### config.mk
export PLATFORM = sky130hd
export DESIGN_NAME = traffic_phase_ctrl_flat
export DESIGN_NICKNAME = d
export VERILOG_FILES = /design/src/rtl/traffic_phase_ctrl_pkg.sv /design/src/rtl/traffic_phase_ctrl_if.sv /design/src/rtl/traffic_phase_ctrl_ped_request_latch.sv /design/src/rtl/traffic_phase_ctrl.sv /design/src/flat_wrapper.sv
export SDC_FILE = /design/constraint.sdc
export NUM_CORES = 1
export LEC_CHECK = 0
export CAP_MARGIN = 20
export CORE_UTILIZATION = 45
export CTS_CLUSTER_DIAMETER = 40
export CTS_CLUSTER_SIZE = 12
export DETAILED_ROUTE_END_ITERATION = 16
export PLACE_DENSITY = 0.82
export SLEW_MARGIN = 10
export SYNTH_ARGS = -nofsm -noshare
export SYNTH_HDL_FRONTEND = slang
export SYNTH_SLANG_ARGS = --single-unit
### constraint.sdc
create_clock -name clk -period 2.6 [get_ports clk]
set_input_delay 0.52 -clock clk [delete_from_list [all_inputs] [get_ports clk]]
set_output_delay 0.52 -clock clk [all_outputs]
set_load 0.1 [all_outputs]
### src/rtl/traffic_phase_ctrl_pkg.sv
// traffic_pkg: shared types and constants for the intersection phase sequencer.
//   phase_e        - phase encoding driven on the phase output
//   LIGHT_*        - one-hot {red,yellow,green} signal-head patterns
//   main/side_light_of - steady-state head decode for a phase
package traffic_pkg;

  localparam int unsigned CNT_W_DEFAULT   = 6;
  localparam int unsigned CNT_MAX_DEFAULT = 63;

  localparam logic [2:0] LIGHT_RED    = 3'b100;
  localparam logic [2:0] LIGHT_YELLOW = 3'b010;
  localparam logic [2:0] LIGHT_GREEN  = 3'b001;
  localparam logic [2:0] LIGHT_OFF    = 3'b000;

  typedef enum logic [2:0] {
    MAIN_GREEN  = 3'd0,
    MAIN_YELLOW = 3'd1,
    ALL_RED_A   = 3'd2,
    SIDE_GREEN  = 3'd3,
    SIDE_YELLOW = 3'd4,
    ALL_RED_B   = 3'd5,
    PED_WALK    = 3'd6,
    FAULT       = 3'd7
  } phase_e;

  // Main head: anything other than the two main phases shows red (incl. code 7).
  function automatic logic [2:0] main_light_of(input phase_e p);
    case (p)
      MAIN_GREEN:  return LIGHT_GREEN;
      MAIN_YELLOW: return LIGHT_YELLOW;
      default:     return LIGHT_RED;
    endcase
  endfunction

  // Side head: anything other than the two side phases shows red (incl. code 7).
  function automatic logic [2:0] side_light_of(input phase_e p);
    case (p)
      SIDE_GREEN:  return LIGHT_GREEN;
      SIDE_YELLOW: return LIGHT_YELLOW;
      default:     return LIGHT_RED;
    endcase
  endfunction

endpackage

### src/rtl/traffic_phase_ctrl_if.sv
// traffic_phase_ctrl_if: timing-block / signal-head bundle for traffic_phase_ctrl.
//   master: drives tick, adv, ped_btn; observes counter, ped_cycle, phase, lights, walk
//   slave : the phase sequencer side
interface traffic_phase_ctrl_if #(
  parameter int unsigned CNT_W = traffic_pkg::CNT_W_DEFAULT
);
  import traffic_pkg::*;

  logic             tick;
  logic             adv;
  logic             ped_btn;
  logic [CNT_W-1:0] counter;
  logic             ped_cycle;
  phase_e           phase;
  logic [2:0]       main_light;
  logic [2:0]       side_light;
  logic             walk;

  modport master (
    output tick, adv, ped_btn,
    input  counter, ped_cycle, phase, main_light, side_light, walk
  );

  modport slave (
    input  tick, adv, ped_btn,
    output counter, ped_cycle, phase, main_light, side_light, walk
  );

endinterface

### src/rtl/traffic_phase_ctrl_ped_request_latch.sv
// ped_request_latch: captures pedestrian presses and freezes them into a
// per-cycle ped_cycle flag at the start of each signal cycle.
//   clk, reset (async, active-low)
//   ped_btn     - synchronised button level/pulse
//   cycle_start - this edge enters MAIN_GREEN
//   walk_active - current phase is PED_WALK; presses are discarded
//   ped_cycle   - current cycle includes a walk phase
module ped_request_latch (
  input  logic clk,
  input  logic reset,
  input  logic ped_btn,
  input  logic cycle_start,
  input  logic walk_active,
  output logic ped_cycle
);

  logic r_ped_pending;
  logic r_ped_cycle;
  logic w_press;

  // A press seen while walking is already being served, so drop it.
  assign w_press = ped_btn & ~walk_active;

  // A press on the very edge that starts a cycle still counts for that cycle.
  always_ff @(posedge clk or negedge reset) begin
    if (!reset) begin
      r_ped_pending <= 1'b0;
      r_ped_cycle   <= 1'b0;
    end else if (cycle_start) begin
      r_ped_cycle   <= r_ped_pending | w_press;
      r_ped_pending <= 1'b0;
    end else if (w_press) begin
      r_ped_pending <= 1'b1;
    end
  end

  assign ped_cycle = r_ped_cycle;

endmodule

### src/rtl/traffic_phase_ctrl.sv
// traffic_phase_ctrl: phase sequencer for a two-road intersection with a
// pedestrian crossing. Owns the cycle counter fed to the timing block and
// advances one phase per tick-qualified adv.
//   clk, reset (async, active-low)
//   bus.tick/adv/ped_btn                 - timebase strobe, advance request, button
//   bus.counter/ped_cycle                - to the timing block
//   bus.phase/main_light/side_light/walk - signal heads, all registered
// Optional: define TRAFFIC_WDT_EN to enter a latched flashing FAULT phase when
// the counter sits at CNT_MAX on a tick without an advance.
module traffic_phase_ctrl
  import traffic_pkg::*;
#(
  parameter int unsigned CNT_W   = CNT_W_DEFAULT,
  parameter int unsigned CNT_MAX = CNT_MAX_DEFAULT
) (
  input  logic                 clk,
  input  logic                 reset,
  traffic_phase_ctrl_if.slave  bus
);

  phase_e           r_phase;
  phase_e           w_phase_nxt;
  logic [CNT_W-1:0] r_counter;
  logic [CNT_W-1:0] w_counter_nxt;
  logic [2:0]       r_main;
  logic [2:0]       w_main_nxt;
  logic [2:0]       r_side;
  logic [2:0]       w_side_nxt;
  logic             r_walk;
  logic             w_walk_nxt;
  logic             w_cycle_start;
  logic             w_walk_active;
  logic             w_ped_cycle;
`ifdef TRAFFIC_WDT_EN
  logic             r_flash;
  logic             w_flash_nxt;
`endif

  assign w_walk_active = (r_phase == PED_WALK);

  ped_request_latch u_ped_latch (
    .clk         (clk),
    .reset       (reset),
    .ped_btn     (bus.ped_btn),
    .cycle_start (w_cycle_start),
    .walk_active (w_walk_active),
    .ped_cycle   (w_ped_cycle)
  );

  // Next phase, counter and registered head patterns.
  always_comb begin
    w_phase_nxt   = r_phase;
    w_counter_nxt = r_counter;
    w_cycle_start = 1'b0;
    w_main_nxt    = LIGHT_RED;
    w_side_nxt    = LIGHT_RED;
    w_walk_nxt    = 1'b0;
`ifdef TRAFFIC_WDT_EN
    w_flash_nxt   = r_flash;
`endif

    if (bus.tick) begin
      if (bus.adv) begin
        case (r_phase)
          MAIN_GREEN:  w_phase_nxt = MAIN_YELLOW;
          MAIN_YELLOW: w_phase_nxt = ALL_RED_A;
          ALL_RED_A:   w_phase_nxt = SIDE_GREEN;
          SIDE_GREEN:  w_phase_nxt = SIDE_YELLOW;
          SIDE_YELLOW: w_phase_nxt = ALL_RED_B;
          ALL_RED_B:   w_phase_nxt = w_ped_cycle ? PED_WALK : MAIN_GREEN;
          PED_WALK:    w_phase_nxt = MAIN_GREEN;
          default:     w_phase_nxt = r_phase;
        endcase
      end
`ifdef TRAFFIC_WDT_EN
      else if (r_counter == CNT_W'(CNT_MAX)) begin
        w_phase_nxt = FAULT;
      end
`endif
    end

    w_cycle_start = (r_phase != MAIN_GREEN) && (w_phase_nxt == MAIN_GREEN);

    // Counter freezes in FAULT; elsewhere restarts per cycle and saturates.
    if (bus.tick && (r_phase != FAULT)) begin
      if (w_cycle_start) begin
        w_counter_nxt = '0;
      end else if (r_counter != CNT_W'(CNT_MAX)) begin
        w_counter_nxt = r_counter + CNT_W'(1);
      end
    end

    w_main_nxt = main_light_of(w_phase_nxt);
    w_side_nxt = side_light_of(w_phase_nxt);
    w_walk_nxt = (w_phase_nxt == PED_WALK);

`ifdef TRAFFIC_WDT_EN
    // FAULT flashes all-red: lit on entry, then toggles on every tick.
    if (w_phase_nxt == FAULT) begin
      if (r_phase != FAULT) begin
        w_flash_nxt = 1'b1;
      end else if (bus.tick) begin
        w_flash_nxt = ~r_flash;
      end
      w_main_nxt = w_flash_nxt ? LIGHT_RED : LIGHT_OFF;
      w_side_nxt = w_flash_nxt ? LIGHT_RED : LIGHT_OFF;
    end
`endif
  end

  // State and output registers.
  always_ff @(posedge clk or negedge reset) begin
    if (!reset) begin
      r_phase   <= MAIN_GREEN;
      r_counter <= '0;
      r_main    <= LIGHT_GREEN;
      r_side    <= LIGHT_RED;
      r_walk    <= 1'b0;
`ifdef TRAFFIC_WDT_EN
      r_flash   <= 1'b0;
`endif
    end else begin
      r_phase   <= w_phase_nxt;
      r_counter <= w_counter_nxt;
      r_main    <= w_main_nxt;
      r_side    <= w_side_nxt;
      r_walk    <= w_walk_nxt;
`ifdef TRAFFIC_WDT_EN
      r_flash   <= w_flash_nxt;
`endif
    end
  end

  assign bus.phase      = r_phase;
  assign bus.counter    = r_counter;
  assign bus.main_light = r_main;
  assign bus.side_light = r_side;
  assign bus.walk       = r_walk;
  assign bus.ped_cycle  = w_ped_cycle;

endmodule

### src/flat_wrapper.sv
// flat-port wrapper written by rule: the top's interface ports become plain ports
module traffic_phase_ctrl_flat import traffic_pkg::*;
#(
  parameter int unsigned CNT_W   = CNT_W_DEFAULT,
  parameter int unsigned CNT_MAX = CNT_MAX_DEFAULT
)
  (clk, reset, bus_tick, bus_adv, bus_ped_btn, bus_counter, bus_ped_cycle, bus_phase, bus_main_light, bus_side_light, bus_walk);
  traffic_phase_ctrl_if #(.CNT_W(CNT_W)) bus_i ();
  input  logic clk;
  input  logic reset;
  input wire logic [$bits(bus_i.tick)-1:0] bus_tick;
  input wire logic [$bits(bus_i.adv)-1:0] bus_adv;
  input wire logic [$bits(bus_i.ped_btn)-1:0] bus_ped_btn;
  output wire logic [$bits(bus_i.counter)-1:0] bus_counter;
  output wire logic [$bits(bus_i.ped_cycle)-1:0] bus_ped_cycle;
  output wire logic [$bits(bus_i.phase)-1:0] bus_phase;
  output wire logic [$bits(bus_i.main_light)-1:0] bus_main_light;
  output wire logic [$bits(bus_i.side_light)-1:0] bus_side_light;
  output wire logic [$bits(bus_i.walk)-1:0] bus_walk;
  assign bus_i.tick = bus_tick;
  assign bus_i.adv = bus_adv;
  assign bus_i.ped_btn = bus_ped_btn;
  assign bus_counter = bus_i.counter;
  assign bus_ped_cycle = bus_i.ped_cycle;
  assign bus_phase = bus_i.phase;
  assign bus_main_light = bus_i.main_light;
  assign bus_side_light = bus_i.side_light;
  assign bus_walk = bus_i.walk;
  traffic_phase_ctrl #(.CNT_W(CNT_W), .CNT_MAX(CNT_MAX)) u_core (.clk(clk), .reset(reset), .bus(bus_i));
endmodule
==> metrics.md <==
| Metric | Value |
|---|---|
| Max-slew violations | 0 |
| Worst-path fanout max | 16 |
| Ys async rst share | 1.00 |
| Pin count of the biggest net entering global routing | 19 |
| Relative slew slack | 0.471 |
| P&R area growth vs syn | 23.3% |
| RSZ-0062 raised after global routing | no |
| Max_cap viols | 0 |
| Part of the cycle the worst path needs | 0.709 |
| Cell Area, Synth | 915 um^2 |
| Routed wire length | 1810 um |
| Maximum clock path buffer count | 2 |
| WHS Path Cells | 2 |
| Remaining DRCs | 0 |
| Post-synthesis adder-cell area fraction | 0.0137 |
| Final setup fails | 0 |
| CTS HTree Levels | 1 |
| Setup Fix Bufs, Post-CTS | 0 |
| Slowest cell on the critical path | dfrtp_1 |
| Syn Area/Cell | 9.73 um^2 |
| Post-synthesis mux area share | 0.0109 |
| First drt pass iteration count | 4 |
| Antenna violations before repair | 0 |
| Synth Instances | 94 |
| Root Driver | clkbuf_4 |
| Max incr delay on CP | 0.64 ns |
| Max Fclk | 0.543 GHz |
| XOR/XNOR Fraction of Synth Area | 0.0287 |
| Placeable Area | 0.00182 mm^2 |
| Core Rows | 15 |
| Crit path capture type | primary output |
| Skew-Pair Late Insertion Delay | 0.30 ns |
| Cell taking the most area after synthesis | dfrtp_1 |
| Port buffer count | 21 |
| Synth area leaders | dfrtp_1, dfstp_2, nor2_1 |
| Post-synthesis compound-gate area fraction | 0.197 |
| Synth Register Bits | 18 |
| Primary FF master, synth | dfrtp_1 |
| Num CTS Buffers | 3 |
| Path type of the worst min-delay path | flip-flop to flip-flop |
| Worst reg2reg path depth | 5 |
| Io pins | 22 |
| Starting density of the core | 0.502 |
| Distinct cells, synth | 33 |
| Ratio of cells with drive above 1 in the final layout | 0.252 |
| Clk_skew | 0.00904 ns |
| Drt wl/cell | 12.9 um |
| Final Core Density | 0.619 |
| Crit-path cells | buf_4 |
| Worst EP arrival | 1.32 ns |
| Antenna Cells | 0 |
| Vias | 755 |
| Post-Synth Simple-Gate Area | 0.218 |
| Die area | 0.00222 mm^2 |
| Hold Crit Start | u_core.u_ped_latch.r_ped_pending$_DFFE_PN0P_ |
| Initial DRC Count | 14 |
| DRT antenna net count | 0 |
| Hold-fix buffers, CTS | 0 |
| GR Util All Layers | 0.188 |
| First-pass GRT wire length | 2870 um |
| Synth top area share | 0.438 |
| Element type at the critical path start | flip-flop |
| WP buf/inv | 1 |
| Setup slack, reg-to-reg | 0.90 ns |
| Hpwl dp | 1290 um |
| Synth warn | 0 |
| GPL Wtd Cong | 0.840 |
| Post-synth EDFFs | 0 |
| Post-route minimum period | 1.84 ns |
| Largest delay contributor family on the critical path | flip-flops |
| Post-cts sizing count | 0 |
| Worst reg2reg endpoint | u_core.bus.counter[5]$_DFFE_PN0P_ |
| Synth cell count leaders | dfrtp_1, nor2_1, a21oi_1 |
| Largest family of logic cells by synthesized area | simple AND/OR/NAND/NOR gates |
| Setup TNS | 0 ns |
| TritonCTS clock tree | yes |
| Vias in the first global route | 688 |
| Die Wd | 47.1 um |
| Most frequent cell after synthesis | dfrtp_1 |
| Die H | 47.1 um |
| Mapped Nets | 100 |
| Worst slew pin tran | 0.791 ns |
| Total gr overflow | 0 |
| Endpoints failing hold | 0 |
| CTS clock-pin slew for the worst setup and hold paths | 0.11 ns |
| Status | finished, final reports clean |
| Number of nets in the layout | 122 |
| Required time of the critical path | 2.08 ns |
| Critical path class | flip-flop to primary output |
| Worst reg2reg startpoint | u_core.bus.counter[0]$_DFFE_PN0P_ |
| Hold endpoint | u_core.u_ped_latch.r_ped_pending$_DFFE_PN0P_ |
| Post-synthesis sequential area ratio | 0.495 |
| Vias per cell | 5.39 |
| CTS Sinks | 18 |
-- registers in the layout, indices dropped and copies added, names as in the netlist --
name                              count
u_core.bus.walk                       1
u_core.u_ped_latch.ped_cycle          1
u_core.bus.counter                    6
u_core.bus.side_light                 3
u_core.u_ped_latch.r_ped_pending      1
u_core.bus.phase                      3
u_core.bus.main_light                 3
-- per-layer routing --
metal	GRT usage	share of wire	vias to the layer above
li1	-	-	374
met1	0.238	0.44	360
met2	0.314	0.51	16
met3	0.0231	0.028	5
met4	0.103	0.021	0
met5	0	0	-
-- layout make-up --
class                      count  area, um^2
multi-input combinational     69         428
fill                         162         693
inverter                       3        11.3
tap                           25        31.3
timing repair buffer          21         168
sequential                    18         453
clock buffer                   4        36.3
-- metrics by stage --
| step | cells | instance area, um^2 | setup slack (ns) | hold WS, ns |
|---|---|---|---|---|
| 6_report | 140 | 1130 | 0.757 | 0.511 |
| 5_1_grt | 140 | 1130 | 0.668 | 0.537 |
| 4_1_cts | 140 | 1130 | 0.743 | 0.519 |
| 3_5_place_dp | 136 | 1090 | 0.475 | 0.496 |
| 3_3_place_gp | 136 | 1090 | 0.539 | 0.464 |
| 2_1_floorplan | 94 | 915 | 0.448 | 0.224 |
-- kinds of logic after synthesis --
| family | after synthesis |
|---|---|
| compound gates | 25 |
| xor+xnor | 3 |
| fa+ha+maj | 1 |
| buf+inv | 7 |
| flops | 18 |
| mux | 1 |
| simple gates | 39 |
-- how the worst max path moves through the flow --
stage,depth (start not counted),startpoint,slack [ns],endpoint
after global routing,1,u_core.bus.phase[0]$_DFF_PN0_,0.67,bus_phase[0]
after CTS,1,u_core.bus.phase[0]$_DFF_PN0_,0.74,bus_phase[0]
final,1,u_core.bus.phase[1]$_DFF_PN0_,0.76,bus_phase[1]
after floorplan,5,u_core.bus.counter[0]$_DFFE_PN0P_,0.45,u_core.bus.counter[5]$_DFFE_PN0P_
after detailed placement,5,bus_tick,0.48,u_core.bus.walk$_DFF_PN0_
after global placement,5,bus_tick,0.54,u_core.bus.walk$_DFF_PN0_
-- worst min-delay path: stages, from the launching register on --
cell	delay (ns)
dfrtp_1	0.34
nor2_1	0.05
nor2_1	0.08
-- cells in the final DEF (no fill, tap or decap), drive strengths merged --
cell,count
or3b,1
a21boi,1
xor2,1
mux2i,1
or4,1
nor3,1
clkdlybuf4s50,4
clkbuf,4
ha,1
a31oi,2
o21ai,4
a311oi,1
nand3,7
dfrtp,16
o22ai,2
nor2,13
buf,17
xnor2,2
dfstp,2
nand2b,3
inv,3
and3,1
and2,1
o21a,3
nand2,7
a21oi,9
a211oi,1
o31ai,1
or3,4
o211ai,1
Power is not shown: default switching activity piles up to over one toggle a cycle in this logic, so the estimate is an artifact.
